===== config.mk =====
export PLATFORM = sky130hd
export DESIGN_NAME = iomem_router
export DESIGN_NICKNAME = d
export VERILOG_FILES = /design/src/rtl/iomem_router.sv
export SDC_FILE = /design/constraint.sdc
export NUM_CORES = 1
export LEC_CHECK = 0
export CAP_MARGIN = 20
export CORE_AREA = 2 2 133 135
export CTS_BUF_LIST = sky130_fd_sc_hd__clkbuf_8
export DETAILED_ROUTE_END_ITERATION = 6
export DIE_AREA = 0 0 135 137
export GPL_TIMING_DRIVEN = 1
export PLACE_DENSITY = 0.75
export SLEW_MARGIN = 0
export SYNTH_ARGS = -nofsm -noshare
export SYNTH_HDL_FRONTEND = slang
export SYNTH_SLANG_ARGS = --single-unit

===== constraint.sdc =====
create_clock -name clk -period 6.8 [get_ports clk]
set_input_delay 1.7 -clock clk [delete_from_list [all_inputs] [get_ports clk]]
set_output_delay 1.7 -clock clk [all_outputs]
set_load 0.01 [all_outputs]

===== src/rtl/iomem_router.sv =====
// iomem_router: routes one CPU iomem transaction at a time to a decoded peripheral slot.
// Optional access timeout enabled by defining IOMEM_ROUTER_TIMEOUT_EN.
module iomem_router #(
    parameter int         NUM_PORTS      = 4,
    parameter logic [7:0] BASE_HI        = 8'h03,
    parameter int         TIMEOUT_CYCLES = 255
) (
    input  logic                    clk,
    input  logic                    reset,
    input  logic                    m_valid,
    output logic                    m_ready,
    input  logic [3:0]              m_wstrb,
    input  logic [31:0]             m_addr,
    input  logic [31:0]             m_wdata,
    output logic [31:0]             m_rdata,
    output logic [NUM_PORTS-1:0]    s_valid,
    input  logic [NUM_PORTS-1:0]    s_ready,
    output logic [3:0]              s_wstrb,
    output logic [31:0]             s_addr,
    output logic [31:0]             s_wdata,
    input  logic [32*NUM_PORTS-1:0] s_rdata,
    output logic                    err_irq,
    output logic [31:0]             err_addr
);

    if (NUM_PORTS < 1 || NUM_PORTS > 8 || TIMEOUT_CYCLES < 1 || TIMEOUT_CYCLES > 65535) begin : g_bad_param
        $error("iomem_router: parameter out of legal range");
    end

    typedef enum logic [1:0] {
        IDLE,
        ACCESS,
        RESP
    } state_t;

    state_t               state;
    state_t               next_state;
    logic [2:0]           sel;
    logic [7:0]           offset;
    logic                 hit;
    logic [NUM_PORTS-1:0] onehot;
    logic                 sel_ready;
    logic [31:0]          sel_rdata;
    logic                 expire;
    logic                 do_latch;
    logic                 do_miss;
    logic                 do_capture;
    logic                 do_timeout;

    // Slot k decodes at BASE_HI+k; 8-bit subtraction keeps the window contiguous.
    always_comb begin
        offset = m_addr[31:24] - BASE_HI;
        hit    = int'(offset) < NUM_PORTS;
        onehot = '0;
        for (int unsigned k = 0; k < NUM_PORTS; k++) begin
            onehot[k] = (offset == 8'(k));
        end
    end

    always_comb begin
        sel_ready = 1'b0;
        sel_rdata = '0;
        for (int unsigned k = 0; k < NUM_PORTS; k++) begin
            if (sel == 3'(k)) begin
                sel_ready = s_ready[k];
                sel_rdata = s_rdata[32*k +: 32];
            end
        end
    end

`ifdef IOMEM_ROUTER_TIMEOUT_EN
    logic [15:0] tmo_cnt;

    always_ff @(posedge clk) begin
        if (reset) begin
            tmo_cnt <= '0;
        end else if (do_latch) begin
            tmo_cnt <= '0;
        end else if (state == ACCESS) begin
            tmo_cnt <= tmo_cnt + 16'd1;
        end
    end

    assign expire = (tmo_cnt == 16'(TIMEOUT_CYCLES - 1));
`else
    assign expire = 1'b0;
`endif

    always_ff @(posedge clk) begin
        if (reset) begin
            state <= IDLE;
        end else begin
            state <= next_state;
        end
    end

    // s_ready is checked before expiry so a coincident completion is never an error.
    always_comb begin
        next_state = state;
        do_latch   = 1'b0;
        do_miss    = 1'b0;
        do_capture = 1'b0;
        do_timeout = 1'b0;
        case (state)
            IDLE: begin
                if (m_valid) begin
                    if (hit) begin
                        do_latch   = 1'b1;
                        next_state = ACCESS;
                    end else begin
                        do_miss    = 1'b1;
                        next_state = RESP;
                    end
                end
            end
            ACCESS: begin
                if (sel_ready) begin
                    do_capture = 1'b1;
                    next_state = RESP;
                end else if (expire) begin
                    do_timeout = 1'b1;
                    next_state = RESP;
                end
            end
            RESP:    next_state = IDLE;
            default: next_state = IDLE;
        endcase
    end

    assign m_ready = (state == RESP);

    always_ff @(posedge clk) begin
        if (reset) begin
            sel      <= '0;
            s_valid  <= '0;
            s_wstrb  <= '0;
            s_addr   <= '0;
            s_wdata  <= '0;
            m_rdata  <= '0;
            err_irq  <= 1'b0;
            err_addr <= '0;
        end else begin
            err_irq <= do_miss | do_timeout;
            if (do_latch) begin
                sel     <= offset[2:0];
                s_valid <= onehot;
                s_wstrb <= m_wstrb;
                s_addr  <= m_addr;
                s_wdata <= m_wdata;
            end
            if (do_capture || do_timeout) begin
                s_valid <= '0;
            end
            if (do_miss) begin
                m_rdata  <= '0;
                err_addr <= m_addr;
            end
            if (do_capture) begin
                m_rdata <= sel_rdata;
            end
            if (do_timeout) begin
                m_rdata  <= 32'hDEAD_BEEF;
                err_addr <= s_addr;
            end
        end
    end

endmodule

* Word-level counts from Yosys, hierarchy flattened
Cells that the tools add are included.
Storage, ports and cells: logic and storage cells 49, input port bits 203, output and inout bits 138, flip-flop bits (word level) 142
Cells by class: multiplexer cells 22, reductions and logical operators 6, $add $sub $neg 1, order comparisons 1, eq/ne operators 10
Operator list (count):
- $mux 32 | 6
- $eq 8x2->1 const B | 2
- $mux 1 | 12
- $eq 8x1->1 const B | 1
- $logic_not 8->1 | 1
- $lt 8x3->1 const B | 1
- $sub 8x2->8 const B | 1
- $eq 3x2->1 const B | 2
- $mux 2 | 3
- $ne 2x2->1 const B | 2
- $pmux 2 s2 | 1
- $eq 3x1->1 const B | 1
- $logic_not 3->1 | 1
- $eq 2x1->1 const B | 1
- $eq 2x2->1 const B | 1
- $logic_not 2->1 | 1
- $reduce_and 2->1 | 1
- $reduce_bool 2->1 | 1
- $reduce_or 2->1 | 1

* Longest topological paths before layout
word-level depth 8, mapped depth 7, depth with buffers taken out 6

* Worst setup path after synthesis
OpenSTA, ideal clock, no wires.
path type input port to flip-flop, from input port m_addr[24], to register s_addr[28], path buffers 1, data arrival time 3.362 ns, slack 3.323 ns, library setup time 0.115 ns, required time 6.685 ns, cell stages on the path 7, path through ha_1 or4b_4 o31a_4 a211oi_4 buf_6 nor2_2 and2_1
Between the ends: longest elaborated chain between the ends 5
RTL lines:
- from (decl) | line 13 | input logic [31:0] m_addr,
- $sub 8x2->8 | line 52 | offset = m_addr[31:24] - BASE_HI;
- $lt 8x3->1 | line 53 | hit = int'(offset) < NUM_PORTS;
- $mux 1 | line 107 | if (hit) begin
- $mux 1 | line 106 | if (m_valid) begin
- $mux 1 | line 104 | case (state)
- to (signal assigned) | line 148 | s_addr <= m_addr;
- to (decl) | line 19 | output logic [31:0] s_addr,
Every way passes these cells. A chain may end at the register's enable or synchronous reset.

* Worst setup path after layout
from input port m_addr[24], to register s_wdata[0]
Between the ends: longest elaborated chain between the ends 5
RTL lines:
- $sub 8x2->8 | line 52
- $lt 8x3->1 | line 53
- $mux 1 | line 107
- $mux 1 | line 106
- $mux 1 | line 104
- to (signal assigned) | line 149 | s_wdata <= m_wdata;
- to (decl) | line 20 | output logic [31:0] s_wdata,
Every way passes these cells.

==> metrics.md <==
| Metric | Value |
|---|---|
| Outcome | `finished clean` |
| Clock root cell | `clkbuf_8` |
| Initial antenna violation count | `1` |
| CP Class | `in -> reg` |
| Worst-path fanout max | `33` |
| Syn_area_per_cell | `8.753 um^2` |
| Minimum clock period | `4290 ps` |
| Required time worst endpoint | `7170 ps` |
| Setup TNS | `0 ps` |
| Ranking of synthesized cells by area | `dfxtp_1, nand2_1, a21oi_1` |
| R2R Setup Slk | `about 4000 ps` |
| Seq pwr share | `48.2%` |
| Post-CTS Resized | `0` |
| Sw power | `424.1 uW` |
| Top FF cell, synth | `dfxtp_1` |
| Port bufs | `340` |
| Clk sink count | `142` |
| H-tree depth | `4` |
| Gr ovfl total | `0` |
| Synthesized flop and latch total | `between 100 and 150` |
| Vias | `6304` |
| Aggregate routed wire length | `21730 um` |
| Synth top area share | `47.41%` |
| Hold depth | `2` |
| Rel. slew slack | `37.71%` |
| Vias per cell | `5.113` |
| Share of layout cells above drive strength 1 | `under 10%` |
| GR Util All Layers | `22.37%` |
| Comb power frac | `13.4%` |
| Post-CTS Setup Repair Bufs | `0` |
| Fmax | `233.1 MHz` |
| Endpoint class of the critical path | `flip-flop` |
| DRC errors left | `0` |
| Gpl congestion | `0.7664` |
| HP Start | `s_wdata[27]` |
| Hold/Removal Path Class | `reg -> reg` |
| Cell area power density | `178.5 nW/um^2` |
| Vias in the first global route | `a little under 6000` |
| Syn nets | `892` |
| Asr flop ratio synth | `0%` |
| Hold-fix buffers, CTS | `0` |
| Final ANT Viol Nets | `0` |
| DRT Pass-1 Iters | `4` |
| Synth unique cells | `37` |
| Worst-case vdd ir drop | `0.1215 mV` |
| P_leak | `3.302 nW` |
| Initial Util | `a little over a third` |
| Pre-CTS setup slack | `2065 ps` |
| TritonCTS Buffers | `17` |
| Setup Skew | `14.14 ps` |
| Sw frac | `a little under a quarter` |
| Clk buf depth | `2` |
| Mapped Area | `5996 um^2` |
| Clock power share | `roughly two fifths` |
| Post-synthesis sequential area ratio | `47.41%` |
| First-pass GRT wire length | `32000 um` |
| Worst-Skew Late Latency | `450 ps` |
| Clk slew on worst S/H paths | `80 ps` |
| Period utilisation layout | `between 60% and 70%` |
| Synth warn | `0` |
| R2R Path Start | `state[1]` |
| Detail Placement HPWL | `15400 um` |
| Internal power | `1.343 mW` |
| Unrepaired setup endpoints after global routing | `false` |
| Reg2reg end | `s_wdata[0]` |
| Die area | `18500 um^2` |
| Hold EP | `s_wdata[27]` |
| Final setup vio count | `0` |
| Slew @ Worst Pin | `934.4 ps` |
| FP Rows | `48` |
| Slew Viols, Final | `0` |
| Boundary Pins | `341` |
| Crit start category | `primary input` |
| Wirelength per Cell | `17.62 um` |
| Syn-to-layout area delta | `65.11%` |
| Iter 0 DRT Violations | `roughly 300` |
| EDFF count, synth | `0` |
| Synth Instances | `685` |
| Worst r2r path cells | `8` |
| Die width | `135 um` |
| Final Hold Fails | `0` |
| Largest net degree at the start of global routing | `74` |
| Final WS setup | `about 2500 ps` |
| CTS tree | `built` |
| Crit path arrival time | `4660 ps` |
| Core area | `between 15000 and 20000 um^2` |
| Leading area contributor after synthesis | `dfxtp_1` |
| Max_cap viols | `0` |
| Die height | `137 um` |
| Final net count | `1202` |
## power by group through the flow
stage	Combinational, mW	Sequential [mW]	Clock, mW
2_1_floorplan	0.0616	0.877	0
3_3_place_gp	0.235	0.871	0
3_5_place_dp	0.236	0.871	0
4_1_cts	0.238	0.852	0.697
5_1_grt	0.253	0.854	0.731
6_report	0.236	0.852	0.679
## critical path, stage by stage
cell and delay [ps]:
clkdlybuf4s50_1 510, ha_1 300, or4b_4 500, o31a_4 150, a211oi_4 750, buf_4 470, nand2_1 90, a21oi_1 160
## per-stage QoR
stage          hold WS (ps)  std cells  utilization [%]  cell area, um^2  power [mW]
6_report              454.7       1233            58.04             9899       1.767
5_1_grt               469.1       1233            58.04             9899       1.838
4_1_cts               456.5       1232            58.03             9897       1.788
3_5_place_dp          445.8       1201            55.72             9504       1.107
3_3_place_gp          441.8       1200            55.63             9489       1.106
2_1_floorplan         461.7        685                -             5996      0.9389
## how the worst max path moves through the flow
stage	startpoint	to	slack, ps
after floorplan	m_addr[24]	s_addr[28]	3320
after global placement	m_addr[24]	s_wdata[27]	2150
after detailed placement	m_addr[24]	s_wdata[0]	2070
after CTS	m_addr[24]	s_wdata[0]	2530
after global routing	m_addr[24]	s_wdata[7]	2310
final	m_addr[24]	s_wdata[0]	2510
## cells in the mapped netlist (all sizes together), types with 2 or more instances
| master | count |
|---|---|
| nand3 | 31 |
| o21ai | 66 |
| nand2 | 139 |
| buf | 14 |
| nand2b | 2 |
| and2 | 6 |
| o221ai | 32 |
| a22o | 32 |
| or4b | 2 |
| nor2b | 3 |
| nor3 | 3 |
| ha | 4 |
| mux2i | 35 |
| clkbuf | 49 |
| dfxtp | 142 |
| inv | 3 |
| a21oi | 104 |
| nor2 | 5 |
## state kept, by name, indices dropped and copies added (netlist names)
name      flops
state         2
err_addr     32
s_wdata      32
s_wstrb       4
s_valid       4
err_irq       1
s_addr       32
sel           3
m_rdata      32
## cell families (layout without fill, tap and decap cells)
group / Yosys count / after routing / share of synthesized area (%)
compound gates: 241 / 241 / 25.61
fa+ha+maj: 4 / 4 / 0.8348
xor+xnor: 1 / 1 / 0.1461
buf+inv: 66 / 388 / 5.259
other cells: 0 / 1 / 0
simple gates: 194 / 194 / 14.34
flops: 142 / 142 / 47.41
mux: 37 / 37 / 6.407
## per-layer routing
metal  track usage [%]  vias to the layer above  wire length (um)
met2             38.16                      261             10750
li1                  -                     3058                 -
met3             8.222                       31              1999
met4             9.259                        0               568
met5                 0                        -                 0
met1             25.33                     2954              8416
## layout make-up
type | count | area [um^2]
multi-input cells | 477 | 2850
repair buffers | 354 | 3513
diodes | 1 | 2.502
fillers | 1622 | 7157
inverters | 3 | 11.26
clock buffers | 20 | 275.3
flip-flops and latches | 142 | 2848
clock inverters | 11 | 117.6
well taps | 225 | 281.5
## layout by cell type, fill, tap and decap left out, types with 5 or more instances in the layout
cell type | synthesis | final
a21oi_1 | 92 | 92
a21oi_2 | 12 | 12
a22o_1 | 32 | 32
and2_1 | 6 | 6
buf_4 | 0 | 14
clkbuf_8 | 0 | 20
clkdlybuf4s50_1 | 0 | 339
dfxtp_1 | 142 | 140
inv_1 | 3 | 5
mux2i_1 | 35 | 35
nand2_1 | 129 | 129
nand2_2 | 10 | 10
nand3_1 | 31 | 31
o21ai_0 | 65 | 65
o221ai_1 | 32 | 32
Note: power is estimated with default switching activity, not from simulation.
